File: src/rtl/regbank_wr_arbiter.sv
// Write-port owner for the 32-entry register bank.
// Zeroes every register after reset, then shares the single write port
// among NREQ writeback requesters with round-robin valid/ready arbitration.
// The bank-side outputs are registered so they can feed the bank directly.
module regbank_wr_arbiter #(
    parameter int NREQ     = 2,
    parameter bit CLEAR_EN = 1'b1,
    parameter bit ZERO_REG = 1'b1
) (
    input  logic                 clk,
    input  logic                 rst,
    input  logic [NREQ-1:0]      req_valid,
    input  logic [5*NREQ-1:0]    req_addr,
    input  logic [32*NREQ-1:0]   req_data,
    output logic [NREQ-1:0]      req_ready,
    output logic                 write,
    output logic [4:0]           wrAddr,
    output logic [31:0]          wrData,
    output logic                 busy
);

    localparam int PW = (NREQ > 1) ? $clog2(NREQ) : 1;

    typedef enum logic {
        ST_CLEAR = 1'b0,
        ST_RUN   = 1'b1
    } state_t;

    state_t          state_q,  state_d;
    logic [4:0]      clrCnt_q, clrCnt_d;
    logic [PW-1:0]   rrPtr_q,  rrPtr_d;
    logic            write_q,  write_d;
    logic [4:0]      wrAddr_q, wrAddr_d;
    logic [31:0]     wrData_q, wrData_d;

    logic            grantValid;
    logic [PW-1:0]   grantIdx;
    logic [PW:0]     scanSum;
    logic [PW-1:0]   scanIdx;
    logic [4:0]      selAddr;
    logic [31:0]     selData;
    logic            runNow;

    assign runNow = (state_q == ST_RUN);

    // Round-robin scan: first valid requester starting at rrPtr_q, wrapping mod NREQ.
    always_comb begin
        grantValid = 1'b0;
        grantIdx   = '0;
        scanSum    = '0;
        scanIdx    = '0;
        for (int k = 0; k < NREQ; k++) begin
            scanSum = {1'b0, rrPtr_q} + (PW+1)'(k);
            if (scanSum >= (PW+1)'(NREQ)) begin
                scanSum = scanSum - (PW+1)'(NREQ);
            end
            scanIdx = scanSum[PW-1:0];
            if (!grantValid && req_valid[scanIdx]) begin
                grantValid = 1'b1;
                grantIdx   = scanIdx;
            end
        end
    end

    // Pick the granted requester's address and data out of the flattened buses.
    always_comb begin
        selAddr = '0;
        selData = '0;
        for (int i = 0; i < NREQ; i++) begin
            if (grantIdx == PW'(i)) begin
                selAddr = req_addr[5*i +: 5];
                selData = req_data[32*i +: 32];
            end
        end
    end

    // One-hot ready only in RUN; held low while reset is asserted so a
    // requester never sees a handshake that reset is about to swallow.
    always_comb begin
        req_ready = '0;
        for (int i = 0; i < NREQ; i++) begin
            req_ready[i] = runNow && !rst && grantValid && (grantIdx == PW'(i));
        end
    end

    // Next-state logic: clear sweep in CLEAR, arbitrated writeback in RUN.
    always_comb begin
        state_d  = state_q;
        clrCnt_d = clrCnt_q;
        rrPtr_d  = rrPtr_q;
        write_d  = 1'b0;
        wrAddr_d = wrAddr_q;
        wrData_d = wrData_q;
        unique case (state_q)
            ST_CLEAR: begin
                write_d  = 1'b1;
                wrAddr_d = clrCnt_q;
                wrData_d = '0;
                clrCnt_d = clrCnt_q + 5'd1;
                if (clrCnt_q == 5'd31) begin
                    state_d = ST_RUN;
                end
            end
            ST_RUN: begin
                if (grantValid) begin
                    write_d  = !(ZERO_REG && (selAddr == 5'd0));
                    wrAddr_d = selAddr;
                    wrData_d = selData;
                    if (grantIdx == PW'(NREQ-1)) begin
                        rrPtr_d = '0;
                    end else begin
                        rrPtr_d = grantIdx + PW'(1);
                    end
                end
            end
            default: begin
                state_d = ST_RUN;
            end
        endcase
    end

    // State and output registers; reset wins over any clear step or transfer.
    always_ff @(posedge clk) begin
        if (rst) begin
            state_q  <= CLEAR_EN ? ST_CLEAR : ST_RUN;
            clrCnt_q <= '0;
            rrPtr_q  <= '0;
            write_q  <= 1'b0;
            wrAddr_q <= '0;
            wrData_q <= '0;
        end else begin
            state_q  <= state_d;
            clrCnt_q <= clrCnt_d;
            rrPtr_q  <= rrPtr_d;
            write_q  <= write_d;
            wrAddr_q <= wrAddr_d;
            wrData_q <= wrData_d;
        end
    end

    assign write  = write_q;
    assign wrAddr = wrAddr_q;
    assign wrData = wrData_q;
    assign busy   = (state_q == ST_CLEAR);

endmodule

File: config.mk
export PLATFORM = sky130hd
export DESIGN_NAME = regbank_wr_arbiter
export DESIGN_NICKNAME = d
export VERILOG_FILES = /design/src/rtl/regbank_wr_arbiter.sv
export SDC_FILE = /design/constraint.sdc
export NUM_CORES = 1
export LEC_CHECK = 0
export CELL_PAD_IN_SITES_DETAIL_PLACEMENT = 0
export CELL_PAD_IN_SITES_GLOBAL_PLACEMENT = 1
export CORE_ASPECT_RATIO = 1.5
export CORE_UTILIZATION = 29
export CTS_CLUSTER_DIAMETER = 200
export CTS_CLUSTER_SIZE = 16
export DETAILED_ROUTE_END_ITERATION = 8
export PLACE_DENSITY = 0.92
export SKIP_CTS_REPAIR_TIMING = 1
export SLEW_MARGIN = 20
export SYNTH_ARGS = -nofsm -noshare
export SYNTH_HDL_FRONTEND = slang
export SYNTH_SLANG_ARGS = --single-unit
File: constraint.sdc
create_clock -name clk -period 3.4 [get_ports clk]
set_clock_uncertainty 0.15 [all_clocks]
set_input_delay 0.68 -clock clk [delete_from_list [all_inputs] [get_ports clk]]
set_output_delay 0.68 -clock clk [all_outputs]
set_load 0.005 [all_outputs]
==> results of run 1 <==
[final cells by class]
cell class              instances  area [µm²]  share of cell area, %
clock buffers                   6        82.6                   2.46
clock inverters                 2        37.5                   1.12
inverters                       2        7.51                  0.223
multi-input cells             156        1010                   30.0
flip-flops and latches         45         901                   26.8
well taps                      78        97.6                   2.91
repair buffers                124        1230                   36.5
[sequential cells by signal, summed over array words and instances, names as in the netlist]
signal / flops
runNow: 1
rrPtr_q: 1
clrCnt_q: 5
wrData: 32
write: 1
wrAddr: 5
[layer usage]
layer / GRT usage (%) / part of all wire (%)
met5: 0 / 0
met4: 5.57 / 1.3
met3: 3.73 / 5.7
met2: 26.6 / 54
met1: 16.1 / 39
[worst reg2reg max path, stage by stage (launching register included)]
cell and delay, ns:
sky130_fd_sc_hd__dfxtp_1 0.35, sky130_fd_sc_hd__nand2b_4 0.18, sky130_fd_sc_hd__nand2_4 0.08, sky130_fd_sc_hd__buf_4 0.51, sky130_fd_sc_hd__mux2_4 0.36, sky130_fd_sc_hd__a221oi_2 0.22
[Yosys cell counts, types with 2 or more instances]
master,number
sky130_fd_sc_hd__mux2i_1,34
sky130_fd_sc_hd__xor2_1,2
sky130_fd_sc_hd__and2b_1,2
sky130_fd_sc_hd__buf_6,6
sky130_fd_sc_hd__o21ai_0,12
sky130_fd_sc_hd__dfxtp_1,45
sky130_fd_sc_hd__a211oi_1,3
sky130_fd_sc_hd__buf_12,3
sky130_fd_sc_hd__nand2_1,39
sky130_fd_sc_hd__nor2_1,10
sky130_fd_sc_hd__inv_1,2
sky130_fd_sc_hd__nor4_1,2
sky130_fd_sc_hd__o21ai_1,26
sky130_fd_sc_hd__a22oi_1,2
sky130_fd_sc_hd__buf_2,2
sky130_fd_sc_hd__nor2b_1,4
sky130_fd_sc_hd__o221ai_1,3
sky130_fd_sc_hd__ha_1,2
sky130_fd_sc_hd__clkbuf_2,2
sky130_fd_sc_hd__a21oi_1,3
[cell usage in the layout, fill, tap and decap left out, types with 3 or more instances in the layout]
cell and instances:
sky130_fd_sc_hd__clkdlybuf4s50_1 118, sky130_fd_sc_hd__dfxtp_1 45, sky130_fd_sc_hd__nand2_1 39, sky130_fd_sc_hd__mux2i_1 34, sky130_fd_sc_hd__o21ai_1 25, sky130_fd_sc_hd__o21ai_0 12
sky130_fd_sc_hd__nor2_1 10, sky130_fd_sc_hd__clkbuf_8 6, sky130_fd_sc_hd__buf_4 6, sky130_fd_sc_hd__nor2b_1 4, sky130_fd_sc_hd__a21oi_1 3, sky130_fd_sc_hd__o221ai_1 3
sky130_fd_sc_hd__a211oi_1 3
[cells by family (layout without fill, tap and decap cells)]
| group | Yosys count | count (layout) | share of synthesized area (%) |
|---|---|---|---|
| AO/OA/AOI/OAI | 52 | 52 | 14.6 |
| buffers and inverters | 17 | 134 | 8.04 |
| AND/OR/NAND/NOR | 64 | 64 | 14.2 |
| multiplexers | 35 | 35 | 17.2 |
| flip-flops | 45 | 45 | 43.5 |
| adder cells (fa/ha/maj) | 2 | 2 | 1.21 |
| XOR/XNOR | 3 | 3 | 1.27 |
[through the flow]
stage	instance area, µm²	cells
4_1_cts	3360	413
6_report	3360	413
3_5_place_dp	3240	405
3_3_place_gp	3240	405
5_1_grt	3360	413
2_1_floorplan	2070	218
[final timing paths]
kind	to	slack (ns)	cells past startpoint
worst max-delay path	req_ready[0]	0.42	5
worst min register to register	wrData[13]	0.30	2
worst min-delay path	wrData[13]	0.30	2
worst max register to register	write	1.48	5
[power by group]
part	switching (W)	internal, W	leakage (nW)
clock	0.000176	0.000239	0.0574
combinational	0.0000505	0.000111	0.946
sequential	0.00000498	0.000532	0.364
==> run summary, run 1 <==
After synthesis the cells add up to 0.00207 mm². In this run, synthesis produced a sequential element count of 45. Effective utilization at floorplan: 30.0%. Counting every instance in the synthesized netlist gives 218. In this run the critical register-to-register path is launched from rrPtr_q. The die span in y is 105 µm, and the relative area change from synthesis to final layout is 62.2%. Derived from the worst setup path, the maximum achievable clock frequency is 335 MHz.

Synthesis produced a netlist with a net count of 298. In the synthesized netlist the async set-or-reset flop fraction comes to 0%. During placement, the flow inserted port buffers numbering 118. The tools report the launch instance of the worst min-delay path as wrData[13]. The worst setup path is captured at a primary output.

119 I/O pins were placed. The logs give 1,932 for the count of vias placed by the detailed router and 0 for the final count of pins violating max slew. Setup violations remaining at the end of the flow were counted as 0. The required time of the critical path was 2.57 ns; the TritonCTS sink count was 45. A synthesized cell averages 9.50 µm².

The average wire length per cell after detail routing works out to 13.3 µm. The core region is 0.00690 mm². For this design the static power due to leakage is 1.37 nW. For this run, the number of Yosys warnings is 0. The completed layout was analyzed and its total power is 0.00111 W. From left edge to right edge, the die measures 71.0 µm.

The setup slack of the critical path after layout was 0.418 ns; the worst supply voltage drop on vdd was 0.181 mV. Setup repair after global routing left no endpoint under its margin. The top fanout value on the critical path is 5.

The classification of the worst setup path is in -> out. For this run, the share of the core covered by cells in the final layout is 48.7%. The number of nets with antenna violations after routing is 0.

The total power density per cell area is 332 mW/mm², and the fraction of final layout cells sized beyond drive strength 1 is 6.57%. STA classifies the critical path startpoint as an input port. Number of buffers on the longest clock path: 2.

Clock tree synthesis inserted a total of 5 buffers. The tools report the number of DRC violations after detailed-routing iteration 0 as 117. The slowest stage of the critical path is the sky130_fd_sc_hd__clkdlybuf4s50_1 cell. The final layout contains 414 nets. The number of distinct library cells after synthesis was 34.

Across all hold checks on the routed design, the worst slack comes to 0.297 ns. For the sum of overflow across all layers after global routing, the log shows 0. The checks that failed: DRC.

The first global-routing pass estimated 8.64 mm of wire. Sequential area share after synthesis: 43.5%. Grouping stages by cell kind, the critical path spends the most delay in buffers and inverters. The total routing resource utilization after global routing is 14.7%. The flow ran to the end, but the final reports show violations.

Most common cell type on the critical path: sky130_fd_sc_hd__clkdlybuf4s50_1. TritonCTS built the clock tree. Using the TritonRoute via totals, the vias-per-cell ratio works out to 4.68.

The placement-stage worst setup slack was 0.417 ns; the detailed placement HPWL was 4.11 mm. The clock-pin slew on the worst setup and hold paths is 0.09 ns. The die covers 0.00749 mm². The pin count of the biggest net entering global routing is 39. Cell taking the most area after synthesis: sky130_fd_sc_hd__dfxtp_1. The most used flip-flop cell after synthesis is sky130_fd_sc_hd__dfxtp_1. For the pin with the worst max-slew slack, the measured transition is 0.623 ns.

The first-pass iteration count of the detailed router was 6. The initial antenna violation count came out at 0. 0 antenna diodes ended up in the layout. The tools report the final sum of negative setup slack as 0 ns.

Walking the worst path, the cells encountered are clkdlybuf4s50_1, and2b_1, o21ai_2, a21oi_1, clkdlybuf4s50_1. The clock network latency to the later pin of the worst-skew pair is 0.29 ns. Counting both buffers and inverters, the worst setup path holds a total of 2. The H-tree was split into 2 levels.

Via count of the first global-routing pass: 1,852. The final hold violation count is 0, and the largest incremental delay on the critical path is 0.52 ns. Tightest slew margin relative to the limit: 58.5%. Yosys mapped a number of flops with a built-in enable equal to 0.

Data on the critical path arrives at its endpoint at 2.15 ns. The logs give 9 for the total DRC errors in the routed layout and 37 for the number of rows in the core area. The tools report the clock tree root driver cell as sky130_fd_sc_hd__clkbuf_8. Subtracting the final worst setup slack from the clock period gives 2.98 ns.

The start point of the critical path was rst. The tightest min-delay check is of the reg -> reg type. The tool flagged a number of max-cap violations equal to 0. The routed wire length is 5.50 mm, and the total of fill cells in the finished design is 673. Yosys attributes the largest share of cell area to sky130_fd_sc_hd__dfxtp_1, sky130_fd_sc_hd__mux2i_1, sky130_fd_sc_hd__nand2_1. The congestion estimate from routability-driven global placement came to 0.799. The final critical path takes up 87.7% of the cycle.

The share of Yosys cell area claimed by the top area cell type was 43.5%.
Note: power is estimated with default switching activity, not from simulation.
==> run 2, diff against run 1 <==
Settings changed: SLEW_MARGIN 20 to default.
==> results of run 2 <==
No change in the layout: final DEF, timing and power equal those of run 1.
==> run 3, diff against run 2 <==
==> constraint.sdc (replaced) <==
create_clock -name clk -period 3.4 [get_ports clk]
set_clock_uncertainty 0.15 [all_clocks]
set_input_delay 0.68 -clock clk [delete_from_list [all_inputs] [get_ports clk]]
set_output_delay 0.68 -clock clk [all_outputs]
set_load 0.02 [all_outputs]
==> run summary, run 3 (synthesis results as in run 1) <==
The post-route clock period utilization came out at 90.6% (was 87.7%). The internal reg-to-reg setup slack was 1.50 ns (was 1.48 ns). The worst min-delay path endpoint was wrData[31] (was wrData[13]).

The tools report the count of vias placed by the detailed router as 1,965 (was 1,932). For the TritonCTS sink count, the log shows 45 (unchanged). The most common cell type on the critical path is sky130_fd_sc_hd__clkdlybuf4s50_1 (unchanged). The detailed placement HPWL was 4.17 mm (was 4.11 mm); the transition at the pin with the smallest max-transition slack was 0.617 ns (was 0.623 ns). The end of the worst register-to-register path is write (unchanged). The data arrival time of the worst path came out at 2.25 ns (was 2.15 ns). For the total non-filler cell area in the finished layout, the log shows 0.00334 mm² (was 0.00336 mm²). The number of nets with antenna violations after routing is 0 (unchanged). The most common cell after layout, fill and taps aside was sky130_fd_sc_hd__clkdlybuf4s50_1 (unchanged). Classification of the worst setup path: in -> out (unchanged). The flip-flop count of the largest register, all copies and words added came out at 32 (unchanged). The tools report the kind of end point of the critical path as a primary output (unchanged). Clock tree root driver cell: sky130_fd_sc_hd__clkbuf_8 (unchanged). The tools report the combined area of the multi-input logic cells as 0.00101 mm² (unchanged). The slowest library cell on the worst path was sky130_fd_sc_hd__clkdlybuf4s50_1 (unchanged). For the worst hold margin, the log shows 0.296 ns (was 0.297 ns). The total routing resource utilization after global routing is 14.6% (was 14.7%), and the number of DRC violations after detailed-routing iteration 0 is 106 (was 117). Sequence of cells on the critical path: clkdlybuf4s50_1, and2b_1, o21ai_2, a21oi_1, clkdlybuf4s50_1 (unchanged). The routed via count divided by cell count was 4.77 (was 4.68).

The final sum of negative setup slack was 0 ns (unchanged); the core area was 0.00690 mm² (unchanged). The tools report the critical register-to-register path startpoint as rrPtr_q (unchanged). The pin count of the biggest net entering global routing came out at 39 (unchanged). The total power density per cell area works out to 324 mW/mm² (was 332 mW/mm²). The tightest slew margin relative to the limit is 58.8% (was 58.5%).

The final hold violation count was 0 (unchanged). The tools report the sum of overflow across all layers after global routing as 0 (unchanged). The logs give 48.5% (was 48.7%) for the fraction of the core area covered by cells at the end of the flow and 2 (unchanged) for the number of buffers on the longest clock path. The logs give 1.36 nW (was 1.37 nW) for the leakage power summed over all cells and 30.0% (unchanged) for the effective utilization at floorplan.

The largest incremental delay on the critical path was 0.61 ns (was 0.52 ns). The flip-flop and latch area is 901 µm² (unchanged). The count of cells along the worst register-to-register path is 5 (unchanged), and the area after detailed placement is 0.00324 mm² (unchanged). The floorplan die width works out to 71.0 µm (unchanged). The total of fill cells in the finished design is 661 (was 673), and the number of setup violations in the final report is 0 (unchanged). Setup repair after global routing left no endpoint under its margin. The initial antenna violation count was 0 (unchanged); the routed wire length was 5.46 mm (was 5.50 mm).

The clock network latency to the later pin of the worst-skew pair is 0.28 ns (was 0.29 ns), and the antenna diode count is 0 (unchanged). The die span in y is 105 µm (unchanged). The count of buffers from port buffering came out at 118 (unchanged).

TritonCTS built the clock tree. The H-tree level count was 2 (unchanged). The flow ran to the end, but the final reports show violations. The fraction of final layout cells sized beyond drive strength 1 is 6.29% (was 6.57%). The tools report the count of boundary I/O pins as 119 (unchanged). The run gives 8.64 mm (unchanged) as the first-pass GRT wire length. The die footprint was 0.00749 mm² (unchanged); the final count of pins violating max slew was 0 (unchanged). The relative area change from synthesis to final layout came out at 61.5% (was 62.2%). The final net count was 414 (unchanged); the routability congestion estimate was 0.775 (was 0.799). The first-pass iteration count of the detailed router is 7 (was 6).

Commonest cells after routing, fill and taps aside: sky130_fd_sc_hd__clkdlybuf4s50_1, sky130_fd_sc_hd__dfxtp_1, sky130_fd_sc_hd__nand2_1, sky130_fd_sc_hd__mux2i_1, sky130_fd_sc_hd__o21ai_1 (unchanged). The number of rows in the core area is 37 (unchanged). The achievable frequency was 325 MHz (was 335 MHz); the via count of the first global-routing pass was 1,819 (was 1,852). Clock-pin slew on the worst setup and hold paths: 0.07 ns (was 0.09 ns). The final critical delay including setup and external delays was 3.08 ns (was 2.98 ns); the cell count of the worst hold path was 2 (unchanged). Violations in the final reports: DRC (unchanged). The total of max-cap violations came out at 0 (unchanged). The tools report the startpoint kind of the worst setup timing path as an input port (unchanged). The worst min-delay path category is reg -> reg (unchanged). Total DRC errors in the routed layout: 9 (unchanged). The average wire length per cell after detail routing was 13.3 µm (about the same); the top fanout value on the critical path was 5 (unchanged). The worst supply voltage drop on vdd came out at 0.171 mV (was 0.181 mV).

The tools report the required time of the critical path as 2.57 ns (about the same). The launch instance of the worst min-delay path is wrData[31] (was wrData[13]). The CTS buffer count is 5 (unchanged).
[run 3: changes by cell type in the layout (fill, tap and decap cells not counted)]
| cell | before | now |
|---|---|---|
| sky130_fd_sc_hd__clkinv_2 | 0 | 1 |
| sky130_fd_sc_hd__clkbuf_8 | 6 | 5 |
| sky130_fd_sc_hd__clkinvlp_4 | 1 | 0 |
[run 3: power breakdown]
group | internal [W] | switching, W | total, W
registers | 0.000532 | 0.00000477 | 0.000537
clock network | 0.000214 | 0.000167 | 0.000381
logic | 0.000111 | 0.0000544 | 0.000166
total | 0.000857 | 0.000226 | 0.00108
[run 3: worst max-delay path by stage]
stage / startpoint / end / slack (ns) / depth (start not counted)
2_1_floorplan: rst / req_ready[0] / 0.96 / 4
3_3_place_gp: rst / req_ready[0] / 0.32 / 5
3_5_place_dp: rst / req_ready[0] / 0.31 / 5
4_1_cts: rst / req_ready[0] / 0.32 / 5
5_1_grt: rst / req_ready[0] / 0.25 / 5
6_report: rst / req_ready[0] / 0.32 / 5
[run 3: cell type report]
| class | count | area share [%] |
|---|---|---|
| timing repair buffer | 124 | 36.7 |
| multi-input combinational | 156 | 30.1 |
| sequential | 45 | 26.9 |
| tap | 78 | 2.92 |
| clock buffer | 5 | 2.06 |
| clock inverter | 2 | 1.05 |
| inverter | 2 | 0.225 |
[run 3: critical path, delay by kind of cell]
family                 cells  cell delay [ns]
buffers and inverters      2             1.03
AND/OR/NAND/NOR            1             0.31
AO/OA/AOI/OAI              2             0.22
[run 3: routing by layer]
metal,routed length (µm),global-route usage (%)
met1,2110,15.9
met2,2930,26.6
met3,308,2.39
met4,110,7.43
met5,0,0
[run 3: metrics by stage]
| stage | worst slack, ns | total power [W] | std cells |
|---|---|---|---|
| global route | 0.245 | 0.00113 | 412 |
| global placement | 0.323 | 0.000714 | 405 |
| detailed placement | 0.311 | 0.000716 | 405 |
| CTS | 0.316 | 0.00111 | 412 |
| finish | 0.321 | 0.00108 | 412 |
| floorplan | 0.962 | 0.000616 | 218 |
